$ cat src/rtl/maze_pkg.sv
// rtl/maze_pkg.sv - shared types and helpers for the maze walker
// Contents: direction codes in probe order, walker states, maze geometry
// constants and the opposite-direction helper used when backtracking.
package maze_pkg;

  localparam int COORD_W     = 4;
  localparam int MAZE_DIM    = 16;
  localparam int STACK_DEPTH = 256;
  localparam int SP_W        = 9;

  localparam logic [COORD_W-1:0] COORD_MAX = COORD_W'(MAZE_DIM - 1);

  // Encoding doubles as the probe order and as the replayed move code.
  typedef enum logic [1:0] {
    DIR_RIGHT = 2'd0,
    DIR_DOWN  = 2'd1,
    DIR_LEFT  = 2'd2,
    DIR_UP    = 2'd3
  } dir_t;

  typedef enum logic [2:0] {
    ST_IDLE,
    ST_MARK,
    ST_PROBE,
    ST_ADVANCE,
    ST_BACKTRACK,
    ST_DONE,
    ST_FAIL,
    ST_SHOW
  } walk_state_t;

  // right<->left and down<->up differ only in bit 1.
  function automatic dir_t opposite(input dir_t d);
    return dir_t'(d ^ 2'b10);
  endfunction

endpackage

$ cat src/rtl/dir_stack.sv
// rtl/dir_stack.sv - 256 x 2-bit direction stack with replay read port
// Ports:
//   clk, rst          clock, asynchronous active-high reset (pointer only)
//   clear             empties the stack (wins over push/pop)
//   push, push_data   store push_data at the current count
//   pop               drop the top entry
//   top               entry at count-1 (valid while count > 0)
//   rd_addr, rd_data  random-access read for route replay
//   count             number of stored entries (0..256)
module dir_stack
  import maze_pkg::*;
(
  input  logic            clk,
  input  logic            rst,
  input  logic            clear,
  input  logic            push,
  input  logic            pop,
  input  logic [1:0]      push_data,
  input  logic [7:0]      rd_addr,
  output logic [1:0]      top,
  output logic [1:0]      rd_data,
  output logic [SP_W-1:0] count
);

  logic [1:0] mem [STACK_DEPTH];

  always_ff @(posedge clk or posedge rst) begin
    if (rst) begin
      count <= '0;
    end else if (clear) begin
      count <= '0;
    end else if (push) begin
      count <= count + 9'd1;
    end else if (pop) begin
      count <= count - 9'd1;
    end
  end

  // Storage is deliberately left unreset; only entries below count are meaningful.
  always_ff @(posedge clk) begin
    if (push && !clear) begin
      mem[count[7:0]] <= push_data;
    end
  end

  assign top     = mem[count[7:0] - 8'd1];
  assign rd_data = mem[rd_addr];

  // Every push enters an unvisited cell, so a full stack here means a walker bug.
  a_no_overflow: assert property (@(posedge clk) disable iff (rst)
    !(push && count == 9'd256));

endmodule

$ cat src/rtl/maze_walker.sv
// rtl/maze_walker.sv - depth-first maze explorer with route replay
// Ports:
//   clk, rst             clock, asynchronous active-high reset
//   start, show          search / replay request pulses
//   mem_dout             maze memory read data (1 = wall or visited)
//   mem_rd, mem_wr       memory read / write enables (never together)
//   mem_x, mem_y         memory cell address
//   mem_din              memory write data, always 1 (mark visited)
//   busy, done, fail     search status levels
//   move_valid, move     replayed route, one code per cycle
//   path_end             pulse after the last replayed move
module maze_walker
  import maze_pkg::*;
#(
  parameter logic [COORD_W-1:0] GOAL_X = 4'd15,
  parameter logic [COORD_W-1:0] GOAL_Y = 4'd15
) (
  input  logic               clk,
  input  logic               rst,
  input  logic               start,
  input  logic               show,
  input  logic               mem_dout,
  output logic               mem_rd,
  output logic               mem_wr,
  output logic [COORD_W-1:0] mem_x,
  output logic [COORD_W-1:0] mem_y,
  output logic               mem_din,
  output logic               busy,
  output logic               done,
  output logic               fail,
  output logic               move_valid,
  output logic [1:0]         move,
  output logic               path_end
);

  walk_state_t        state, state_nxt;
  logic [COORD_W-1:0] pos_x, pos_y, pos_x_nxt, pos_y_nxt;
  logic [2:0]         dir, dir_nxt;   // value 4 means all candidates tried
  logic [SP_W-1:0]    rp, rp_nxt;     // replay index

  logic               push, pop, clear;
  logic [1:0]         top, rd_data;
  logic [SP_W-1:0]    sp;

  dir_t               step_dir;
  logic [COORD_W-1:0] nb_x, nb_y;
  logic               nb_ok;

  dir_stack u_stack (
    .clk       (clk),
    .rst       (rst),
    .clear     (clear),
    .push      (push),
    .pop       (pop),
    .push_data (dir[1:0]),
    .rd_addr   (rp[7:0]),
    .top       (top),
    .rd_data   (rd_data),
    .count     (sp)
  );

  assign mem_din = 1'b1;

  // Neighbour in the direction being probed/advanced, or back along the popped move.
  always_comb begin
    step_dir = (state == ST_BACKTRACK) ? opposite(dir_t'(top)) : dir_t'(dir[1:0]);
    nb_x  = pos_x;
    nb_y  = pos_y;
    nb_ok = 1'b0;
    case (step_dir)
      DIR_RIGHT: begin nb_x = pos_x + 4'd1; nb_ok = (pos_x != COORD_MAX); end
      DIR_DOWN:  begin nb_y = pos_y + 4'd1; nb_ok = (pos_y != COORD_MAX); end
      DIR_LEFT:  begin nb_x = pos_x - 4'd1; nb_ok = (pos_x != '0);        end
      DIR_UP:    begin nb_y = pos_y - 4'd1; nb_ok = (pos_y != '0);        end
      default:   begin nb_ok = 1'b0; end
    endcase
  end

  always_ff @(posedge clk or posedge rst) begin
    if (rst) begin
      state <= ST_IDLE;
      pos_x <= '0;
      pos_y <= '0;
      dir   <= '0;
      rp    <= '0;
    end else begin
      state <= state_nxt;
      pos_x <= pos_x_nxt;
      pos_y <= pos_y_nxt;
      dir   <= dir_nxt;
      rp    <= rp_nxt;
    end
  end

  always_comb begin
    state_nxt  = state;
    pos_x_nxt  = pos_x;
    pos_y_nxt  = pos_y;
    dir_nxt    = dir;
    rp_nxt     = rp;
    push       = 1'b0;
    pop        = 1'b0;
    clear      = 1'b0;
    mem_rd     = 1'b0;
    mem_wr     = 1'b0;
    mem_x      = pos_x;
    mem_y      = pos_y;
    busy       = 1'b0;
    done       = 1'b0;
    fail       = 1'b0;
    move_valid = 1'b0;
    move       = 2'd0;
    path_end   = 1'b0;

    case (state)
      ST_IDLE, ST_DONE, ST_FAIL: begin
        done = (state == ST_DONE);
        fail = (state == ST_FAIL);
        if (start) begin
          state_nxt = ST_MARK;
          pos_x_nxt = '0;
          pos_y_nxt = '0;
          dir_nxt   = '0;
          clear     = 1'b1;
        end else if (show && state == ST_DONE) begin
          state_nxt = ST_SHOW;
          rp_nxt    = '0;
        end
      end

      ST_MARK: begin
        busy      = 1'b1;
        mem_wr    = 1'b1;
        state_nxt = ST_PROBE;
      end

      ST_PROBE: begin
        busy = 1'b1;
        if (dir[2]) begin
          state_nxt = (sp == '0) ? ST_FAIL : ST_BACKTRACK;
        end else if (nb_ok) begin
          mem_rd = 1'b1;
          mem_x  = nb_x;
          mem_y  = nb_y;
          if (!mem_dout) begin
            state_nxt = ST_ADVANCE;
          end else begin
            dir_nxt = dir + 3'd1;
          end
        end else begin
          // Edge of the maze counts as a wall, without touching memory.
          dir_nxt = dir + 3'd1;
        end
      end

      ST_ADVANCE: begin
        busy      = 1'b1;
        push      = 1'b1;
        pos_x_nxt = nb_x;
        pos_y_nxt = nb_y;
        dir_nxt   = '0;
        state_nxt = (nb_x == GOAL_X && nb_y == GOAL_Y) ? ST_DONE : ST_MARK;
      end

      ST_BACKTRACK: begin
        busy      = 1'b1;
        pop       = 1'b1;
        pos_x_nxt = nb_x;
        pos_y_nxt = nb_y;
        if (top == 2'd3) begin
          // Nothing left to probe at the parent; keep unwinding.
          state_nxt = (sp == 9'd1) ? ST_FAIL : ST_BACKTRACK;
        end else begin
          dir_nxt   = {1'b0, top} + 3'd1;
          state_nxt = ST_PROBE;
        end
      end

      ST_SHOW: begin
        done = 1'b1;
        if (rp < sp) begin
          move_valid = 1'b1;
          move       = rd_data;
          rp_nxt     = rp + 9'd1;
        end else begin
          path_end  = 1'b1;
          state_nxt = ST_DONE;
        end
      end

      default: state_nxt = ST_IDLE;
    endcase
  end

endmodule
$ cat config.mk
export PLATFORM = sky130hd
export DESIGN_NAME = maze_walker
export DESIGN_NICKNAME = d
export VERILOG_FILES = /design/src/rtl/maze_pkg.sv /design/src/rtl/dir_stack.sv /design/src/rtl/maze_walker.sv
export SDC_FILE = /design/constraint.sdc
export NUM_CORES = 1
export LEC_CHECK = 0
export BUFFER_PORTS_ARGS = -buffer_cell sky130_fd_sc_hd__buf_4
export CAP_MARGIN = 40
export CORE_MARGIN = 2
export CORE_UTILIZATION = 50
export CTS_CLUSTER_DIAMETER = 40
export DETAILED_ROUTE_END_ITERATION = 6
export PLACE_DENSITY = 0.65
export SYNTH_ARGS = -nofsm -noshare
export SYNTH_HDL_FRONTEND = slang
export SYNTH_SLANG_ARGS = --single-unit
$ cat constraint.sdc
create_clock -name clk -period 7.98 [get_ports clk]
set_input_delay 0.798 -clock clk [delete_from_list [all_inputs] [get_ports clk]]
set_output_delay 0.798 -clock clk [all_outputs]
set_load 0.1 [all_outputs]
Word-level counts from Yosys, hierarchy flattened --
Memories as Yosys holds them, arrays and structs flattened. Cells that the tools add are included.
Word-level totals: flip-flop bits (word level) 32, memory bits (writable) 512, input bits 5, output and inout port bits 18, word-level logic and storage cells 124, memories 1
Cells by class: add/subtract/negate cells 10, magnitude comparators 1, equal/unequal tests 27, muxes and demuxes 56, bitwise logic cells 1, reduce and logical (&&, ||, !) cells 21
Memory list:
- u_stack.mem | words 256, bits a word 2, rd ports 2, clocked after memory_dff 0, write ports 1, RTL line dir_stack.sv:25 | logic [1:0] mem [STACK_DEPTH];
Operator list (count):
- 9-bit two-way mux | 6
- 3-bit two-way mux | 13
- 4-bit case mux with 2 select lines | 4
- 4-bit two-way mux | 7
- 9-bit by 1-bit adder with 9-bit output, second input constant | 2
- 3-bit case mux with 6 select lines | 1
- 9-bit case mux with 2 select lines | 1
- 1-bit two-way mux | 16
- 2-bit inequality test, second input constant | 7
- 3-bit == test, second input constant | 4
- 3-bit inequality test, second input constant | 4
- 3-bit case mux with 4 select lines | 1
- 4-bit nonzero test | 3
- 2-bit two-way mux | 5
- 9-bit by 1-bit == test with 1-bit output, second input constant | 1
- 9-bit logical NOT | 1
- 9-bit < comparator | 1
- 9-bit by 1-bit subtractor with 9-bit output, second input constant | 1
- 4-bit by 1-bit adder with 4-bit output, second input constant | 2
- 4-bit == test, second input constant | 2
- 4-bit inequality test, second input constant | 2
- 4-bit AND reduction | 2
- 4-bit by 1-bit subtractor with 4-bit output, second input constant | 2
- 8-bit by 1-bit subtractor with 8-bit output, second input constant | 1
- 21 further kinds | 27

Logic depth before layout (Yosys ltp) --
Gate-level depths: netlist (run 1). An unclocked memory read counts as a cell.
depth in word-level cells 10, gate-level depth with buffers 27, gate-level depth less buffers 18

Cells and area by module --
A second synthesis (run 1) with hierarchy kept.
Second synthesis, totals: cell total of the unflattened synthesis 1785, area, all modules 28348.4 µm²
By module, submodules not included:
- dir_stack | times used 1, cells an instance 1519, area each 26128.8 µm², seq. area each 15600.0 µm²
- maze_walker | times used 1, cells an instance 266, area each 2219.6 µm², seq. area each 575.6 µm²

Least setup slack after synthesis (run 1) --
No wires, ideal clock.
path kind register to output, start point register u_stack.count[0], end point output port mem_y[2], data arrival time 7.509 ns, setup slack -0.327 ns, stages on the path, launching flop included 24, path buffers 7, path through dfrtp_1 buf_4 buf_4 inv_1 clkbuf_1 ha_1 xor2_1 buf_6 buf_4 buf_4 mux4_2 mux2_2 o2111ai_1 nor3_1 a2111o_1 nand2_2 clkbuf_1 nor2_1 xor2_1 ha_1 or3_1 a21oi_2 xnor2_1 o21ai_0
Between the ends: word-level cells in the longest chain between the ends 9, elaborated cells on any way between the ends 13
RTL lines:
- start: declaration | RTL line dir_stack.sv:22 | output logic [SP_W-1:0] count
- start signal: assignment | RTL line dir_stack.sv:33 | count <= count + 9'd1;
- start signal: assignment | RTL line dir_stack.sv:35 | count <= count - 9'd1;
- 8-bit by 1-bit subtractor with 8-bit output * | RTL line dir_stack.sv:46 | assign top = mem[count[7:0] - 8'd1];
- memory read 256 x 2 bit *
- 1-bit inverter (no line)
- 2-bit two-way mux * | RTL line maze_walker.sv:66 | step_dir = (state == ST_BACKTRACK) ? opposite(dir_t'(top)) : dir_t'(dir[1:0]);
- 2-bit == test (tied with other cells) | RTL line maze_walker.sv:70 | case (step_dir)
- 1-bit case mux with 4 select lines / 4-bit case mux with 2 select lines (equally long branches) | RTL line maze_walker.sv:70
- 4-bit two-way mux * | RTL line maze_walker.sv:141 | end else if (nb_ok) begin
- 4-bit two-way mux * | RTL line maze_walker.sv:139 | if (dir[2]) begin
- 4-bit two-way mux * | RTL line maze_walker.sv:115 | case (state)
- end: declaration | RTL line maze_walker.sv:26 | output logic [COORD_W-1:0] mem_y,
Every way passes the cells marked *; elsewhere a longest branch is shown, timed or not.

Worst setup path in the final report (run 1) --
start point register u_stack.count[1], end point output port mem_y[2]
The elaborated chain is that of the path after synthesis.

==> out/results.ini, run 1 <==
[clock_tree]
cts_buffer_depth = 3
tritoncts = done
holdBufCountCts = 0
h-tree-depth = 3
cts.repair.resized = 0
clk-insertion-delay-late_ps = 650
cts.root.buffer_cell = clkbuf_16
post-cts-setup-buffers = 0
clkTransAtPathRegs_ps = 40
numCtsBuffers = 84
clock_sink_count = 544

[placement]
globalplace.congestion = 0.9466
dp.final_hpwl_um = 53730
pre_cts_ws_ps = 1633
placed_cell_area_sq_um = 29500
placement.io_buffers = 21

[floorplanning]
core_region_area_sq_um = 56060
floorplan.rows = 87
io_pins = 23
die_area_sq_um = 58380
die_h_um = 241.6
dieWidth_um = 241.6
floorplan.initialDensity_pct = 50.36

[cells_and_area]
drive_gt1_share_pct = 22.05
num_antenna_cells = 0
post-route-cell-area_sq_um = 32450
nNetsFinal = 2157
register_area_sq_um = 16200
nFillCells = 4334
layout-area-overhead-vs-synth_pct = 14.96
multiInputGateArea_sq_um = 11390

[timing]
fin_hold_ws_ps = 130.0
setup_total_negative_slack_ps = 0
maxClockFrequency_mhz = 141.2
setup_viol = 0
min_period_over_period_pct = 88.72
timing.final.hold_violations = 0
report.final.slew_viol_count = 0
slew_hr_pct = 36.54
rsz0062_at_grt = false
finalWorstSetupSlack_ps = 900.3
timing.clock.skew_ps = 22.77
min_period_ps = 7080
slew_at_the_pin_with_the_worst_max_slew_slack_ps = 951.9

[setup_path]
worstPathBufferInverterCount = 3
critical_path_start_type = flip-flop
crit_arrival_ps = 6280
worst-path-max-fanout = 103
cp_data_required_time_ps = 7180
critPathMaxStageDelay_ps = 590
crit_path_end_kind = primary output
critical-path-top-delay-family = compound AO/OA/AOI/OAI gates
critical_path_class = flip-flop to primary output
stages_on_worst_setup_path = 18
cp_cell_sequence = inv_1 > ha_4 > xor2_4 > buf_12 > mux4_2 > mux2_2 > o221ai_1 > o32ai_1 > a41o_1 > a211o_1 > nor2_1 > xor2_1 > ha_1 > or3_1 > a21oi_2 > xnor2_1 > o21ai_1 > buf_4
critical_path.slowest_cell = mux4_2
worstRegToRegCells = 18

[logic_synthesis]
syn_avg_cell_area_sq_um = 13.14
synth_area_leaders = edfxtp_1 54%, mux4_2 14%, nor2_1 4.8%, mux2i_1 4.2%, dfrtp_1 2.8%
share_of_synthesized_cell_area_in_and_or_nand_and_nor_gates_pct = 10.72
ys_ff_latch = 544
seq_area_frac_synth_pct = 57.30
synth_edf_count = 512
yosys_most_used_dff = edfxtp_1
synth_top_family_by_area = multiplexers
synth_warnings = 0
synthCells = 2149
netlist.area_leader.share_pct = 54.46
yosysUniqueCellTypes = 72
synthAdderAreaFrac_pct = 0.7535
synth_compound_area_share_pct = 7.433
ys_async_sr_fraction_pct = 5.882
yosys-mux-area-fraction_pct = 20.38
number_of_nets_produced_by_synthesis = 2171
netlist_area_sq_um = 28230
dominant_cell_by_count_in_the_synthesized_netlist = edfxtp_1
synth_xor_area_share_pct = 0.6205
post_synth_most_frequent_cells = 512 x edfxtp_1, 363 x nor2_1, 180 x mux4_2
netlist.top_cell.by_area = edfxtp_1

[pwr]
switchingPower_mw = 6.130
clkPwrFrac_pct = 26.3
finalPower_mw = 14.57
p_int_mw = 8.436
swShare_pct = 42.08
power_frac_seq_pct = 26.7
comb_power_share_pct = 47.0
vdd_drop_max_v = 0.0006652
power.leakage_nw = 10.69
p_per_area_nw_per_um2 = 448.9

[worst_hold_path]
worstHoldPathType = input port to async pin

[detailed_routing]
drt-wirelength-per-cell_um = 29.06
drt-total-wl_um = 86000
drtPass1Iterations = 7
route.detailed.drc = 1
drt.antenna.violating_nets = 0
drt-vias-per-instance = 6.703
detail_route.iter0.violations = 2536
vias = 19840

[grt]
pin_count_of_the_biggest_net_entering_global_routing = 118
grt_antenna_before_repair = 2
grt_use_total_pct = 29.45
global_route_wire_length_before_repair_um = 127900
grt_pass1_vias = 19610
grt-ovfl-total = 0

[job]
drv_cap = 0

[outcome]
status = complete, but fails checks
violations_in_the_final_reports = design-rule violations

metrics by stage:
step | cells | util (%)
finish | 2960 | 57.89
global route | 2960 | 57.89
CTS | 2960 | 57.89
detailed placement | 2805 | 52.63
global placement | 2790 | 51.95
floorplan | 2149 | -
kinds of logic after synthesis:
family          Yosys count
compound gates          323
flops                   544
mux                     344
other cells               1
simple gates            708
fa+ha+maj                17
buf+inv                 192
xor+xnor                 20
metal layers:
layer | global-route usage, % | up-vias | share of wire [%]
li1 | - | 8333 | -
met5 | 0 | - | 0.027
met2 | 45.13 | 1229 | 46
met4 | 14.85 | 4 | 5.1
met1 | 40.28 | 10010 | 39
met3 | 5.971 | 262 | 10
cell usage in the layout, fill, tap and decap left out, types with 46 or more instances in the layout:
master / instances
a21oi_1: 88
buf_4: 53
clkbuf_16: 84
edfxtp_1: 512
mux2_2: 46
mux2i_1: 118
mux4_2: 180
nand2_1: 177
nor2_1: 363
o21ai_0: 58
o22ai_1: 50
power by group through the flow:
stage / Clock, mW / Combinational, mW / Sequential, mW
finish: 3.83 / 6.85 / 3.89
detailed placement: 0 / 6.71 / 3.94
global placement: 0 / 6.52 / 3.97
CTS: 3.86 / 6.73 / 3.88
global route: 3.98 / 7.19 / 3.92
floorplan: 0 / 4.56 / 3.93
worst paths after layout:
path	endpoint	slack (ps)	startpoint
hold reg to reg	pos_x[3]	550	pos_x[3]
min in group clk	pos_x[3]	550	pos_x[3]
setup / recovery	mem_y[2]	900	u_stack.count[1]
hold / removal	pos_y[3]	130	rst
max in group asynchronous	u_stack.count[0]	7160	rst
setup reg to reg	state[2]	1950	u_stack.count[1]
sequential cells by signal (all words and copies together), names as in the netlist:
name and count:
pos_y 4, state 3, pos_x 4, u_stack.mem 512
dir 3, rp 9, u_stack.count 9
area by class of cell:
cell class | instances | area share, %
Tap cell | 756 | 2.915
Clock buffer | 87 | 6.512
Sequential cell | 544 | 49.91
Inverter | 18 | 0.2082
Multi-Input combinational cell | 1413 | 35.08
Clock inverter | 68 | 2.575
Timing Repair Buffer | 74 | 2.799
Power figures use the tool's default switching activity.
==> run 2, diff against run 1 <==
clock period = 8.8 ns   (was 7.98 ns; I/O delays follow)
==> run 2 against run 1 <==
Compared with the run above:
- the run now ends clean
- die area is the same
- sequential power shrank 9.5%
- cell count is essentially flat
- largest power group unchanged
- highest routed layer is now met4
==> out/results.ini, run 2 (same netlist as run 1, synthesis figures left out) <==
[setup_path]
critical_path_class = flip-flop to primary output  ; unchanged
endpoint = mem_y[2]  ; unchanged
timing.critical_path.mode_cell = buf_4
critical_path.slowest_cell = ha_4  ; was mux4_2
critPathMaxStageDelay_ps = 760  ; was 590 ps
worst-path-max-fanout = 41  ; was 103
crit_arrival_ps = 6510  ; was 6280 ps
critical_path_start_type = flip-flop  ; unchanged
crit_path_end_kind = primary output  ; unchanged
cp-startpoint = u_stack.count[0]  ; was u_stack.count[1]
crit-reg2reg-capture = state[2]  ; unchanged
cp_data_required_time_ps = 7920  ; was 7180 ps
worst-r2r-setup-slack_ps = 2540  ; was 1950 ps
worstReg2RegStart = u_stack.count[0]  ; was u_stack.count[1]
cp_cell_sequence = buf_16 > inv_1 > ha_4 > buf_4 > buf_4 > mux4_2 > nor2_1 > o22ai_1 > nand4_1 > o311ai_0 > o41a_1 > nand2_2 > nor2_1 > xor2_1 > ha_1 > or3_1 > a21oi_2 > xnor2_1 > o21ai_0 > buf_4  ; was inv_1 > ha_4 > xor2_4 > buf_12 > mux4_2 > mux2_2 > o221ai_1 > o32ai_1 > a41o_1 > a211o_1 > nor2_1 > xor2_1 > ha_1 > or3_1 > a21oi_2 > xnor2_1 > o21ai_1 > buf_4
worstRegToRegCells = 20  ; was 18

[clock_tree]
post-cts-setup-buffers = 0  ; unchanged
cts_buffer_depth = 3  ; unchanged
clk-insertion-delay-late_ps = 640  ; was 650 ps
h-tree-depth = 3  ; unchanged
cts.repair.resized = 0  ; unchanged
clock_sink_count = 544  ; unchanged
holdBufCountCts = 0  ; unchanged
cts.root.buffer_cell = clkbuf_16  ; unchanged
numCtsBuffers = 79  ; was 84
clkTransAtPathRegs_ps = 60  ; was 40 ps
tritoncts = done  ; unchanged

[cells_and_area]
final_cell_mix = 512 x edfxtp_1, 363 x nor2_1, 180 x mux4_2, 176 x nand2_1, 118 x mux2i_1  ; was 512 x edfxtp_1, 363 x nor2_1, 180 x mux4_2, 177 x nand2_1, 118 x mux2i_1
final_cell_count_no_fill = 2958  ; was 2960
num_antenna_cells = 0  ; unchanged
end_of_flow_core_utilization_pct = 57.50  ; was 57.89%
drive_gt1_share_pct = 21.84  ; was 22.05%
number_of_flip_flops_in_the_largest_register = 512  ; unchanged
final_common_cell = edfxtp_1  ; unchanged
nNetsFinal = 2157  ; unchanged
post-route-cell-area_sq_um = 32230  ; was 32450 sq um
layout-area-overhead-vs-synth_pct = 14.18  ; was 14.96%

[job]
drv_cap = 0  ; unchanged

[pwr]
vdd_drop_max_v = 0.0003856  ; was 0.0006652 V
power.leakage_nw = 10.59  ; was 10.69 nW
p_per_area_nw_per_um2 = 405.6  ; was 448.9 nW/um^2

[grt]
grt_pass1_vias = 19920  ; was 19610
global_route_wire_length_before_repair_um = 128500  ; was 127900 um
pin_count_of_the_biggest_net_entering_global_routing = 259  ; was 118
grt_use_total_pct = 29.55  ; was 29.45%
grt-ovfl-total = 0  ; unchanged
grt_antenna_before_repair = 3  ; was 2

[detailed_routing]
route.detailed.drc = 0  ; was 1
drt-wirelength-per-cell_um = 29.04  ; was 29.06 um
vias = 19900  ; was 19840
detail_route.iter0.violations = 2393  ; was 2536
drt-vias-per-instance = 6.728  ; was 6.703
drtPass1Iterations = 6  ; was 7
drt.antenna.violating_nets = 0  ; unchanged
drt-total-wl_um = 85900  ; was 86000 um

[outcome]
status = finished clean  ; was complete, but fails checks

[floorplanning]
dieWidth_um = 241.6  ; unchanged
io_pins = 23  ; unchanged
floorplan.rows = 87  ; unchanged
die_area_sq_um = 58380  ; unchanged
die_h_um = 241.6  ; unchanged
floorplan.initialDensity_pct = 50.36  ; unchanged
core_region_area_sq_um = 56060  ; unchanged

[placement]
post-place-cells = 2810  ; was 2805
placement.io_buffers = 21  ; unchanged
placed_cell_area_sq_um = 29450  ; was 29500 sq um
globalplace.congestion = 0.9180  ; was 0.9466
dp.final_hpwl_um = 53450  ; was 53730 um

[timing]
timing.clock.skew_ps = 37.80  ; was 22.77 ps
slew_hr_pct = 24.20  ; was 36.54%
min_period_over_period_pct = 83.94
maxClockFrequency_mhz = 135.4
timing.final.hold_violations = 0  ; unchanged
setup_viol = 0  ; unchanged
rsz0062_at_grt = false  ; unchanged
setup_total_negative_slack_ps = 0  ; unchanged
report.final.slew_viol_count = 0  ; unchanged
slew_at_the_pin_with_the_worst_max_slew_slack_ps = 1137  ; was 951.9 ps
min_period_ps = 7387

[worst_hold_path]
worstHoldPathType = input port to async pin  ; unchanged

-- run 2: cell types whose count changed in the layout (fill, tap and decap cells not counted), moves of 2 or more --
cell / delta
buf_12: +2
buf_16: -5
buf_4: +7
bufinv_16: -4
clkinv_2: -2
clkinvlp_4: +3
inv_16: -2
inv_6: -4
nand3_1: +3
nand3_2: -3
o21ai_0: +2
o21ai_1: -2
-- run 2: stage by stage --
step           hold WS, ps  setup WS [ps]  power (mW)
2_1_floorplan        482.6          410.7       7.701
3_3_place_gp         520.1           1825       9.525
3_5_place_dp         535.8           2112       9.685
4_1_cts              358.3           1473       12.97
5_1_grt              399.3           1131       13.56
6_report             360.8           1413       13.07
-- run 2: how the worst min path moves through the flow --
stage,endpoint,slack [ps]
6_report,rp[1],360
5_1_grt,rp[6],400
4_1_cts,rp[5],360
3_5_place_dp,pos_x[3],540
3_3_place_gp,pos_x[3],520
2_1_floorplan,pos_x[3],480
-- run 2: layout make-up --
type | count | area, sq um
Fill cell | 4397 | 23830
Sequential cell | 544 | 16200
Multi-Input combinational cell | 1413 | 11370
Clock buffer | 88 | 2127
Tap cell | 756 | 945.9
Timing Repair Buffer | 79 | 868.3
Clock inverter | 60 | 656.9
Inverter | 18 | 67.56
-- run 2: per-layer routing --
metal,vias to the layer above,part of all wire (%),track usage (%)
met5,-,0,0
met4,0,5.3,15.98
met3,233,10,6.792
met2,1210,46,45.56
met1,10130,38,39.19
li1,8332,-,-
-- run 2: critical path: cells and delay by family (launching register included) --
family,cells,cell delay [ps]
compound gates,5,1060
simple gates,5,1270
fa+ha+maj,2,960
buf+inv,5,1370
flops,1,580
mux,1,310
xor+xnor,2,270
-- run 2: where the power goes --
part / total, mW / internal (mW) / switching, mW
sequential: 3.52 / 3.24 / 0.285
combinational: 6.26 / 2.26 / 4.00
clock: 3.29 / 2.02 / 1.27
total: 13.1 / 7.52 / 5.55
==> run 3, diff against run 2 <==
clock period = 7.4 ns   (was 8.8 ns; I/O delays follow)
==> run 3 against run 2 <==
Compared with the run above:
- global-route usage is 0.10 points lower
- wire length hardly changed
- combinational power is 19% higher
- highest routed layer is now met5
- largest cell class unchanged
- utilization is 0.25 points higher
- via count is 0.13% higher
- clock-buffer cell count is 6 higher
- sequential share of layout area is 0.22 points lower
- sequential power is 19% higher
- cell area is 0.43% higher
==> out/results.ini, run 3 (same netlist as run 1, synthesis figures left out) <==
[clock_tree]
holdBufCountCts = 0  ; unchanged
cts.repair.resized = 0  ; unchanged
h-tree-depth = 3  ; unchanged
clock_sink_count = 544  ; unchanged
tritoncts = done  ; unchanged
cts.root.buffer_cell = clkbuf_16  ; unchanged
numCtsBuffers = 83  ; was 79
cts_buffer_depth = 3  ; unchanged
clk-insertion-delay-late_ps = 640  ; about the same
post-cts-setup-buffers = 0  ; unchanged
clkTransAtPathRegs_ps = 50  ; was 60 ps

[setup_path]
cp_cell_sequence = inv_1 > ha_4 > xor2_4 > buf_8 > buf_4 > mux2i_1 > a32oi_1 > a31oi_1 > nor4_1 > or4_1 > a211o_1 > nor2_1 > xor2_1 > ha_1 > or3_1 > a21oi_2 > xnor2_1 > o21ai_1 > buf_4  ; was buf_16 > inv_1 > ha_4 > buf_4 > buf_4 > mux4_2 > nor2_1 > o22ai_1 > nand4_1 > o311ai_0 > o41a_1 > nand2_2 > nor2_1 > xor2_1 > ha_1 > or3_1 > a21oi_2 > xnor2_1 > o21ai_0 > buf_4
crit_path_end_kind = primary output  ; unchanged
critPathMaxStageDelay_ps = 830  ; was 760 ps
worst-path-max-fanout = 25  ; was 41
critical_path_class = flip-flop to primary output  ; unchanged
cp_data_required_time_ps = 6660  ; was 7920 ps
worstPathBufferInverterCount = 4  ; was 5
critical_path_start_type = flip-flop  ; unchanged
crit_arrival_ps = 6300  ; was 6510 ps
critical-path-top-delay-family = simple AND/OR/NAND/NOR gates  ; was buffers and inverters
worstRegToRegCells = 19  ; was 20
critical_path.slowest_cell = nor4_1  ; was ha_4
crit-reg2reg-capture = state[2]  ; unchanged
timing.critical_path.mode_cell = buf_4  ; unchanged
worst-r2r-setup-slack_ps = 1370  ; was 2540 ps
worstReg2RegStart = u_stack.count[1]  ; was u_stack.count[0]

[cells_and_area]
number_of_flip_flops_in_the_largest_register = 512  ; unchanged
nNetsFinal = 2174  ; was 2157
num_antenna_cells = 0  ; unchanged
multiInputGateArea_sq_um = 11360  ; was 11370 sq um
final_cell_count_no_fill = 2975  ; was 2958
nFillCells = 4380  ; was 4397
final_common_cell = edfxtp_1  ; unchanged
register_area_sq_um = 16200  ; unchanged
final_cell_mix = 512 x edfxtp_1, 363 x nor2_1, 180 x mux4_2, 177 x nand2_1, 118 x mux2i_1  ; was 512 x edfxtp_1, 363 x nor2_1, 180 x mux4_2, 176 x nand2_1, 118 x mux2i_1
layout-area-overhead-vs-synth_pct = 14.68  ; was 14.18%
drive_gt1_share_pct = 22.08  ; was 21.84%

[grt]
global_route_wire_length_before_repair_um = 128200  ; was 128500 um
grt_antenna_before_repair = 2  ; was 3
grt_pass1_vias = 19750  ; was 19920
pin_count_of_the_biggest_net_entering_global_routing = 91  ; was 259
grt_use_total_pct = 29.45  ; was 29.55%
grt-ovfl-total = 0  ; unchanged

[timing]
min_period_ps = 7037
report.final.slew_viol_count = 0  ; unchanged
maxClockFrequency_mhz = 142.1
rsz0062_at_grt = false  ; unchanged
slew_at_the_pin_with_the_worst_max_slew_slack_ps = 949.2  ; was 1137 ps
timing.clock.skew_ps = 28.26  ; was 37.80 ps
slew_hr_pct = 36.56  ; was 24.20%
min_period_over_period_pct = 95.09
setup_total_negative_slack_ps = 0  ; unchanged
timing.final.hold_violations = 0  ; unchanged
setup_viol = 0  ; unchanged

[pwr]
power.leakage_nw = 10.68  ; was 10.59 nW
p_per_area_nw_per_um2 = 480.5  ; was 405.6 nW/um^2
vdd_drop_max_v = 0.0003074  ; was 0.0003856 V

[worst_hold_path]
worstHoldPathType = input port to async pin  ; unchanged

[placement]
placement.io_buffers = 21  ; unchanged
dp.final_hpwl_um = 55650  ; was 53450 um
globalplace.congestion = 0.9335  ; was 0.9180
post-place-cells = 2822  ; was 2810

[detailed_routing]
drt-total-wl_um = 85870  ; was 85900 um
drt-wirelength-per-cell_um = 28.86  ; was 29.04 um
drt-vias-per-instance = 6.698  ; was 6.728
detail_route.iter0.violations = 2354  ; was 2393
drtPass1Iterations = 6  ; unchanged
drt.antenna.violating_nets = 0  ; unchanged
route.detailed.drc = 0  ; unchanged
vias = 19930  ; was 19900

[floorplanning]
floorplan.initialDensity_pct = 50.36  ; unchanged
die_h_um = 241.6  ; unchanged
die_area_sq_um = 58380  ; unchanged
io_pins = 23  ; unchanged
dieWidth_um = 241.6  ; unchanged
floorplan.rows = 87  ; unchanged
core_region_area_sq_um = 56060  ; unchanged

[job]
drv_cap = 0  ; unchanged

[outcome]
status = finished clean  ; unchanged

## run 3: changes by cell type in the layout (fill, tap and decap cells not counted), sizes merged
| cell | change |
|---|---|
| inv | +7 |
| clkbuf | +6 |
| clkinvlp | -3 |
| bufinv | -1 |
| buf | +13 |
| clkinv | -5 |
## run 3: worst max path at each step
stage	startpoint	depth (start not counted)	end	slack, ps
floorplan	u_stack.count[0]	23	mem_y[2]	-90
global placement	u_stack.count[1]	18	mem_y[2]	1120
detailed placement	u_stack.count[0]	16	mem_y[2]	1170
CTS	u_stack.count[0]	16	mem_y[2]	490
global route	u_stack.count[1]	19	mem_y[2]	50
finish	u_stack.count[1]	19	mem_y[2]	360
## run 3: where the power goes
group / switching [mW] / internal [mW]
combinational: 4.72 / 2.75
clock: 1.53 / 2.37
sequential: 0.335 / 3.84
total: 6.59 / 8.97
## run 3: final cells by class
class                           instances  share of cell area [%]
Clock inverter                         58                   1.932
Clock buffer                           94                   6.609
Sequential cell                       544                   50.03
Tap cell                              756                   2.922
Multi-Input combinational cell       1413                   35.10
Timing Repair Buffer                   92                   3.204
Inverter                               18                  0.2087
## run 3: stage by stage
step                area, sq um  hold WS [ps]  power, mW  setup slack, ps  util, %
global placement          29190         516.8      11.35             1122    52.07
floorplan                 28240         482.6      9.135           -91.91        -
finish                    32370         221.3      15.56            363.0    57.75
detailed placement        29590         521.9      11.56             1175    52.78
CTS                       32350         227.1      15.45            486.4    57.71
global route              32370         288.2      16.14            45.45    57.75
## run 3: worst reg2reg max path: stages, from the launching register on
cell and delay [ps]:
dfrtp_1 480, inv_1 240, ha_4 300, xor2_4 500
buf_8 250, buf_4 320, mux2i_1 130, a32oi_1 170
a31oi_1 170, nor4_1 830, or4_1 220, a211o_1 480
nor2_1 110, xor2_1 170, ha_1 200, or3_1 360
a21oi_2 140, xnor2_1 110, or4_1 570, o31ai_2 190
## run 3: routing by layer
metal  GRT usage (%)  wire [um]  up-vias
met5               0          9        -
met4           14.40       4464        2
met3           6.504       9252      265
met2           45.84      39590     1277
met1           39.47      32550    10030
li1                -          -     8353
